<file path="config.mk">
export PLATFORM = sky130hd
export DESIGN_NAME = oam_dma_ctrl
export DESIGN_NICKNAME = d
export VERILOG_FILES = /design/src/rtl/oam_dma_ctrl.sv
export SDC_FILE = /design/constraint.sdc
export NUM_CORES = 1
export LEC_CHECK = 0
export BUFFER_PORTS_ARGS = -buffer_cell sky130_fd_sc_hd__buf_2
export CAP_MARGIN = 20
export CORE_ASPECT_RATIO = 1.2
export CORE_MARGIN = 2
export CORE_UTILIZATION = 35
export CTS_CLUSTER_SIZE = 12
export DETAILED_ROUTE_END_ITERATION = 16
export PLACE_DENSITY = 0.63
export RECOVER_POWER = 50
export SYNTH_ARGS = -nofsm -noshare
export SYNTH_HDL_FRONTEND = slang
export SYNTH_SLANG_ARGS = --single-unit
</file>
<file path="constraint.sdc">
create_clock -name clk -period 2.35 [get_ports clk]
set_input_delay 0.5875 -clock clk [delete_from_list [all_inputs] [get_ports clk]]
set_output_delay 0.5875 -clock clk [all_outputs]
set_load 0.01 [all_outputs]
</file>
<file path="src/rtl/oam_dma_ctrl.sv">
// -----------------------------------------------------------------------------
// oam_dma_ctrl
//
// Sprite DMA sequencer for the $4014 register. Sits between the CPU core and
// the WRAM mapper. A CPU write to DMA_REG_ADDR latches a source page, halts
// the CPU and copies XFER_LEN bytes from {page, 8'h00..} into the PPU OAM data
// register using alternating READ / WRITE bus cycles. While idle, the CPU bus
// is passed straight through to the mapper.
//
// Build option:
//   OAM_DMA_ALIGN_EN  When defined, an ALIGN cycle is inserted after HALT if
//                     the free-running cycle-parity flop is odd at that time
//                     (513 or 514 halt cycles). When undefined, ALIGN is never
//                     entered and every transfer halts the CPU for 513 cycles.
//
// Ports:
//   clk           in   1   system clock (CPU bus rate)
//   reset         in   1   asynchronous, active-high reset
//   cpu_addr      in   16  CPU address bus
//   cpu_WE        in   1   CPU write enable
//   cpu_data_out  in   8   CPU write data
//   bus_rdata     in   8   mapper read data (combinational, same cycle)
//   bus_addr      out  16  address to mapper
//   bus_WE        out  1   write enable to mapper
//   bus_wdata     out  8   write data to mapper / PPU registers
//   cpu_halt      out  1   CPU must stall
//   dma_active    out  1   DMA owns the bus
//   dma_done      out  1   one-cycle pulse on the final OAM write
// -----------------------------------------------------------------------------
module oam_dma_ctrl #(
    parameter logic [15:0] DMA_REG_ADDR  = 16'h4014,
    parameter logic [15:0] OAM_DATA_ADDR = 16'h2004,
    parameter int          XFER_LEN      = 256
) (
    input  logic        clk,
    input  logic        reset,
    input  logic [15:0] cpu_addr,
    input  logic        cpu_WE,
    input  logic [7:0]  cpu_data_out,
    input  logic [7:0]  bus_rdata,
    output logic [15:0] bus_addr,
    output logic        bus_WE,
    output logic [7:0]  bus_wdata,
    output logic        cpu_halt,
    output logic        dma_active,
    output logic        dma_done
);

    typedef enum logic [2:0] {
        S_IDLE  = 3'd0,
        S_HALT  = 3'd1,
        S_ALIGN = 3'd2,
        S_READ  = 3'd3,
        S_WRITE = 3'd4
    } state_t;

    // Index of the last byte; idx never counts past it, so no wrap handling.
    localparam logic [7:0] LAST_IDX = 8'(XFER_LEN - 1);

    state_t      state_q, state_d;
    logic [7:0]  idx_q,   idx_d;
    logic [7:0]  page_q,  page_d;
    logic [7:0]  byte_q,  byte_d;
    logic        halt_q;
`ifdef OAM_DMA_ALIGN_EN
    logic        cyc_odd_q;
`endif

    // Next-state and datapath update for the transfer sequencer.
    always_comb begin
        state_d = state_q;
        idx_d   = idx_q;
        page_d  = page_q;
        byte_d  = byte_q;
        case (state_q)
            S_IDLE: begin
                // The trigger write still reaches the mapper via pass-through.
                if (cpu_WE && (cpu_addr == DMA_REG_ADDR)) begin
                    page_d  = cpu_data_out;
                    idx_d   = 8'h00;
                    state_d = S_HALT;
                end else begin
                    state_d = S_IDLE;
                end
            end
            S_HALT: begin
`ifdef OAM_DMA_ALIGN_EN
                if (cyc_odd_q) begin
                    state_d = S_ALIGN;
                end else begin
                    state_d = S_READ;
                end
`else
                state_d = S_READ;
`endif
            end
            S_ALIGN: begin
                state_d = S_READ;
            end
            S_READ: begin
                byte_d  = bus_rdata;
                state_d = S_WRITE;
            end
            S_WRITE: begin
                if (idx_q == LAST_IDX) begin
                    idx_d   = 8'h00;
                    state_d = S_IDLE;
                end else begin
                    idx_d   = idx_q + 8'd1;
                    state_d = S_READ;
                end
            end
            default: begin
                state_d = S_IDLE;
            end
        endcase
    end

    // Bus steering: pass-through when idle, DMA-driven otherwise.
    always_comb begin
        bus_addr  = cpu_addr;
        bus_WE    = cpu_WE;
        bus_wdata = cpu_data_out;
        dma_done  = 1'b0;
        case (state_q)
            S_IDLE: begin
                bus_WE = cpu_WE;
            end
            S_HALT, S_ALIGN: begin
                // Dummy read of whatever the stalled CPU presents.
                bus_WE = 1'b0;
            end
            S_READ: begin
                bus_addr = {page_q, idx_q};
                bus_WE   = 1'b0;
            end
            S_WRITE: begin
                bus_addr  = OAM_DATA_ADDR;
                bus_WE    = 1'b1;
                bus_wdata = byte_q;
                dma_done  = (idx_q == LAST_IDX);
            end
            default: begin
                bus_WE = cpu_WE;
            end
        endcase
    end

    // State registers, registered halt flag and cycle-parity flop.
    always_ff @(posedge clk or posedge reset) begin
        if (reset) begin
            state_q   <= S_IDLE;
            idx_q     <= 8'h00;
            page_q    <= 8'h00;
            byte_q    <= 8'h00;
            halt_q    <= 1'b0;
`ifdef OAM_DMA_ALIGN_EN
            cyc_odd_q <= 1'b0;
`endif
        end else begin
            state_q   <= state_d;
            idx_q     <= idx_d;
            page_q    <= page_d;
            byte_q    <= byte_d;
            // Tracks "state != IDLE" one flop earlier so the output is registered.
            halt_q    <= (state_d != S_IDLE);
`ifdef OAM_DMA_ALIGN_EN
            cyc_odd_q <= ~cyc_odd_q;
`endif
        end
    end

    assign cpu_halt   = halt_q;
    assign dma_active = halt_q;

endmodule
</file>
# Word-level counts from Yosys, hierarchy flattened

Index checks and enable logic that the tools add are counted.

Output and inout bits: 28
Register bits after elaboration: 28

Reductions and logical operators: 8
Muxes and demuxes: 10
Add/subtract/negate cells: 1
Equal/unequal tests: 7

Operators with widths:

| kind                 | number |
|---|---|
| $pmux 16 s2          | 1 |
| $mux 8               | 3 |
| $eq 16x15->1 const B | 1 |
| $pmux 8 s2           | 1 |
| $pmux 3 s4           | 1 |
| $add 8x1->8 const B  | 1 |
| $eq 8x8->1 const B   | 1 |
| $eq 3x2->1 const B   | 2 |
| $reduce_and 2->1     | 2 |
| $eq 3x1->1 const B   | 1 |
| $eq 3x3->1 const B   | 1 |
| $logic_not 3->1      | 1 |
| $reduce_bool 3->1    | 1 |
| $reduce_or 3->1      | 1 |
| $mux 1               | 2 |
| $mux 2               | 1 |
| $ne 2x2->1 const B   | 1 |
| $pmux 1 s2           | 1 |
| $reduce_bool 2->1    | 1 |
| $reduce_or 2->1      | 1 |
| $logic_and 1x1->1    | 1 |

# Longest topological paths before layout

Depth in word-level cells: 5
Mapped depth: 6
Mapped depth without buffers: 5

# Least setup slack after synthesis

OpenSTA, ideal clock, no wires.

Kind: reg-to-output
Start: register state_q[2]
End: output dma_done
Arrival: 1.423 ns
Buffers on the path: 3
Cell stages (with the launch flop): 6
Slack: 0.339 ns
Cell sequence: dfrtp_1 > buf_6 > or3b_1 > buf_2 > buf_2 > nor3_1

Cells in the longest elaborated chain, start to end: 2

RTL lines:

| element                | RTL line | text |
|---|---|---|
| start, declared        | 60       | `state_t state_q, state_d;` |
| start signal, assigned | 161      | `state_q <= state_d;` |
| $eq 3x3->1             | 125      | `case (state_q)` |
| $mux 1                 | 125      |  |
| end, declared          | 46       | `output logic dma_done` |

Every way passes these cells.

# Worst setup path in the final report

Start: register state_q[1]
End: output dma_done

The elaborated chain is that of the path after synthesis.

==> summary.md <==
| Metric | Value |
|---|---|
| Post-CTS Setup Inserts | `0` |
| Vias in the first global route | `between 1000 and 1500` |
| Skew-Pair Late Insertion Delay | `between 0.2 and 0.3 ns` |
| Sum Neg Setup Slack | `0 ns` |
| Global-route wire length before repair | `just under 7000 um` |
| Pin count of the biggest net entering global routing | `29` |
| RSZ-0062 raised after global routing | `no` |
| Fin area | `between 2000 and 2500 um2` |
| GP Congestion | `~0.85` |
| Failing checks | `capacitance limit, slew limit` |
| Fill count | `~460` |
| FF-to-FF Start | `state_q[2]` |
| Drt wl/cell | `between 10 and 15 um` |
| Remaining antenna violation count | `0` |
| Final HPWL DP | `3083 um` |
| Status | `finished with violations` |
| Io pins | `63` |
| Post-CTS sizing | `3` |
| Synth-to-Final Area Change | `25.15%` |
| Die Span X | `between 60 and 70 um` |
| Via count | `about 1400` |
| R2R Setup Slk | `about 0.22 ns` |
| Relative max-transition margin | `-2.991%` |
| Drc violations | `0` |
| Initial drt markers | `approximately 90` |
| Area of the die | `5272 um2` |
| Max-cap violations | `1` |
| R2r worst-path depth | `5` |
| Standard-cell rows | `27` |
| GRT Total Usage | `between 15 and 20%` |
| Avg Synthesized Cell Area | `10.42 um2` |
| Synthesis Warnings | `0` |
| Antenna violations before repair | `0` |
| Final cell count without fillers | `approximately 280` |
| Top_reg_cell synth | `dfrtp_1` |
| CTS H-tree depth | `1` |
| Critical path type | `flop to output pin` |
| Critical path required time | `around 1.8 ns` |
| Initial Utilization | `36.10%` |
| Post-layout min period | `2.217 ns` |
| Placed insts | `between 200 and 300` |
| Synth Register Bits | `28` |
| FFs w/ async S/R, synth | `between 90% and 100%` |
| Total Wirelength | `4166 um` |
| Clock Sinks | `28` |
| Die Y-Extent | `between 70 and 80 um` |
| Clock buffer depth | `2` |
| Worst reg2reg path endpoint | `page_q[4]` |
| Leak pwr | `~1.1 nW` |
| Fin crit share | `a little over nine tenths` |
| DP Area | `2031 um2` |
| # setup viols final | `0` |
| Slew @ Worst Pin | `approximately 1.5 ns` |
| CTS tree | `done` |
| Fin Clk Skew | `roughly 0.0044 ns` |
| Synth cell types | `40` |
| Final Hold Vio Count | `0` |
| GRT Residual Overflow | `0` |
| Hold crit path type | `flop to flop` |
| ANT cells | `0` |
| Crit path DAT | `~1.6 ns` |
| Clk pin slew, worst setup/hold paths | `~0.09 ns` |
| Drt first pass iters | `4` |
| Slew Limit Fails | `29` |
| Post-synthesis cell count | `158` |
| Crit-path max FO | `10` |
| Net Count, Synth | `194` |
| FMAX | `between 400 and 500 MHz` |
| Layout cells sized above 1 | `a little over two fifths` |
| Post-Syn Area | `approximately 1600 um2` |
| Core area | `4561 um2` |
| EDFF count, synth | `0` |
| Post-synthesis sequential area ratio | `~43%` |
| Pwr Density | `about 940 nW/um2` |
| VDD IR max | `between 0.0003 and 0.0004 V` |
| CTS buffer count | `3` |
| Worst Setup EP | `dma_done` |
| Worst setup path startpoint | `state_q[1]` |
| CP endpoint kind | `output pin` |
| Vias/cell | `5.086` |
| Root Driver | `clkbuf_8` |
| Worst Setup Start Kind | `flop` |
| Port Buf Inserts | `slightly above 60` |
| Final nets | `259` |
| Hold_buf cts | `0` |
==> power by group <==
group	total [mW]	switching (mW)	leakage, nW	internal (mW)
combinational	0.959	0.511	0.667	0.448
sequential	0.718	0.105	0.362	0.613
clock	0.254	0.139	0.0216	0.115
==> registers in the layout, indices dropped and copies added, names as in the netlist <==
register  flops
page_q        8
idx_q         8
cpu_halt      1
state_q       3
byte_q        8
==> kinds of logic after synthesis <==
| group | count (synthesis) | synth area share, % |
|---|---|---|
| DFF | 28 | 42.55 |
| xor gates and xnor gates | 2 | 1.064 |
| AOI/OAI and AO/OA | 36 | 15.58 |
| adders and majority gates | 2 | 1.368 |
| and+or+nand+nor | 58 | 21.20 |
| muxes | 18 | 13.98 |
| buffers and inverters | 14 | 4.255 |
==> layout make-up <==
| cell class | instances | area (um2) | share of cell area (%) |
|---|---|---|---|
| clock buffer | 3 | 41.29 | 2.004 |
| inverter | 5 | 18.77 | 0.9107 |
| multi-input combinational | 116 | 863.3 | 41.89 |
| sequential | 28 | 700.7 | 34.00 |
| tap | 58 | 72.57 | 3.522 |
| timing repair buffer | 69 | 364.1 | 17.67 |
==> worst max-delay path, cell delays in order, from the launching register on <==
cell,delay [ns]
dfrtp_1,0.43
or3b_4,0.49
nor3_1,0.26
buf_2,0.18
==> stage by stage <==
step	power, mW	util, %	hold slack, ns	setup slack, ns
CTS	1.954	45.65	0.3832	0.06340
floorplan	1.347	-	0.4805	0.3394
global route	2.098	45.19	0.5288	0.01906
finish	1.931	45.19	0.5130	0.1328
global placement	1.658	44.53	0.4896	0.01077
detailed placement	1.673	44.53	0.4956	-0.02401
==> synth_stat cells (2+ instances only) <==
library cell | count | area, um2
a22o_1 | 14 | 122.6
nand3_1 | 3 | 15.01
nor2_1 | 7 | 26.28
mux2_4 | 8 | 120.1
nand2_1 | 30 | 112.6
mux2_2 | 8 | 90.09
nor2_2 | 2 | 12.51
and3_1 | 2 | 12.51
clkbuf_1 | 2 | 7.510
mux2i_1 | 2 | 20.02
buf_2 | 5 | 25.02
o221ai_1 | 2 | 17.52
o21ai_0 | 11 | 55.05
a21oi_1 | 3 | 15.01
a32oi_1 | 2 | 17.52
dfrtp_1 | 28 | 700.7
nor4_2 | 2 | 25.02
inv_1 | 5 | 18.77
==> layout by cell type, fill, tap and decap left out, drive strengths merged, types with 2 or more instances in the layout <==
cell type,synthesis,final
inv,5,5
buf,7,66
nand2,30,30
nor4,2,2
and3,2,2
mux2i,2,2
o21ai,12,12
nor2,10,10
mux2,16,16
a22o,14,14
nand3,4,4
a32oi,2,2
and2,2,2
o221ai,2,2
dfrtp,28,28
clkbuf,2,6
a21oi,3,3
==> worst min-delay path by stage <==
stage                end  slack, ns  cells past startpoint          from
5_1_grt        byte_q[5]       0.53                      2  bus_rdata[5]
4_1_cts         cpu_halt       0.38                      3         reset
2_1_floorplan  byte_q[6]       0.48                      1     byte_q[6]
3_3_place_gp   byte_q[3]       0.49                      1     byte_q[3]
6_report       byte_q[6]       0.51                      1     byte_q[6]
3_5_place_dp   byte_q[6]       0.50                      1     byte_q[6]
==> layer usage <==
metal | share of wire [%] | global-route usage (%) | wire, um
met3 | 5.6 | 1.841 | 235
met2 | 47 | 26.10 | 1938
met1 | 47 | 25.09 | 1977
met5 | 0 | 0 | 0
met4 | 0.38 | 4.286 | 16
No activity file was read; power rests on OpenSTA's default activity.
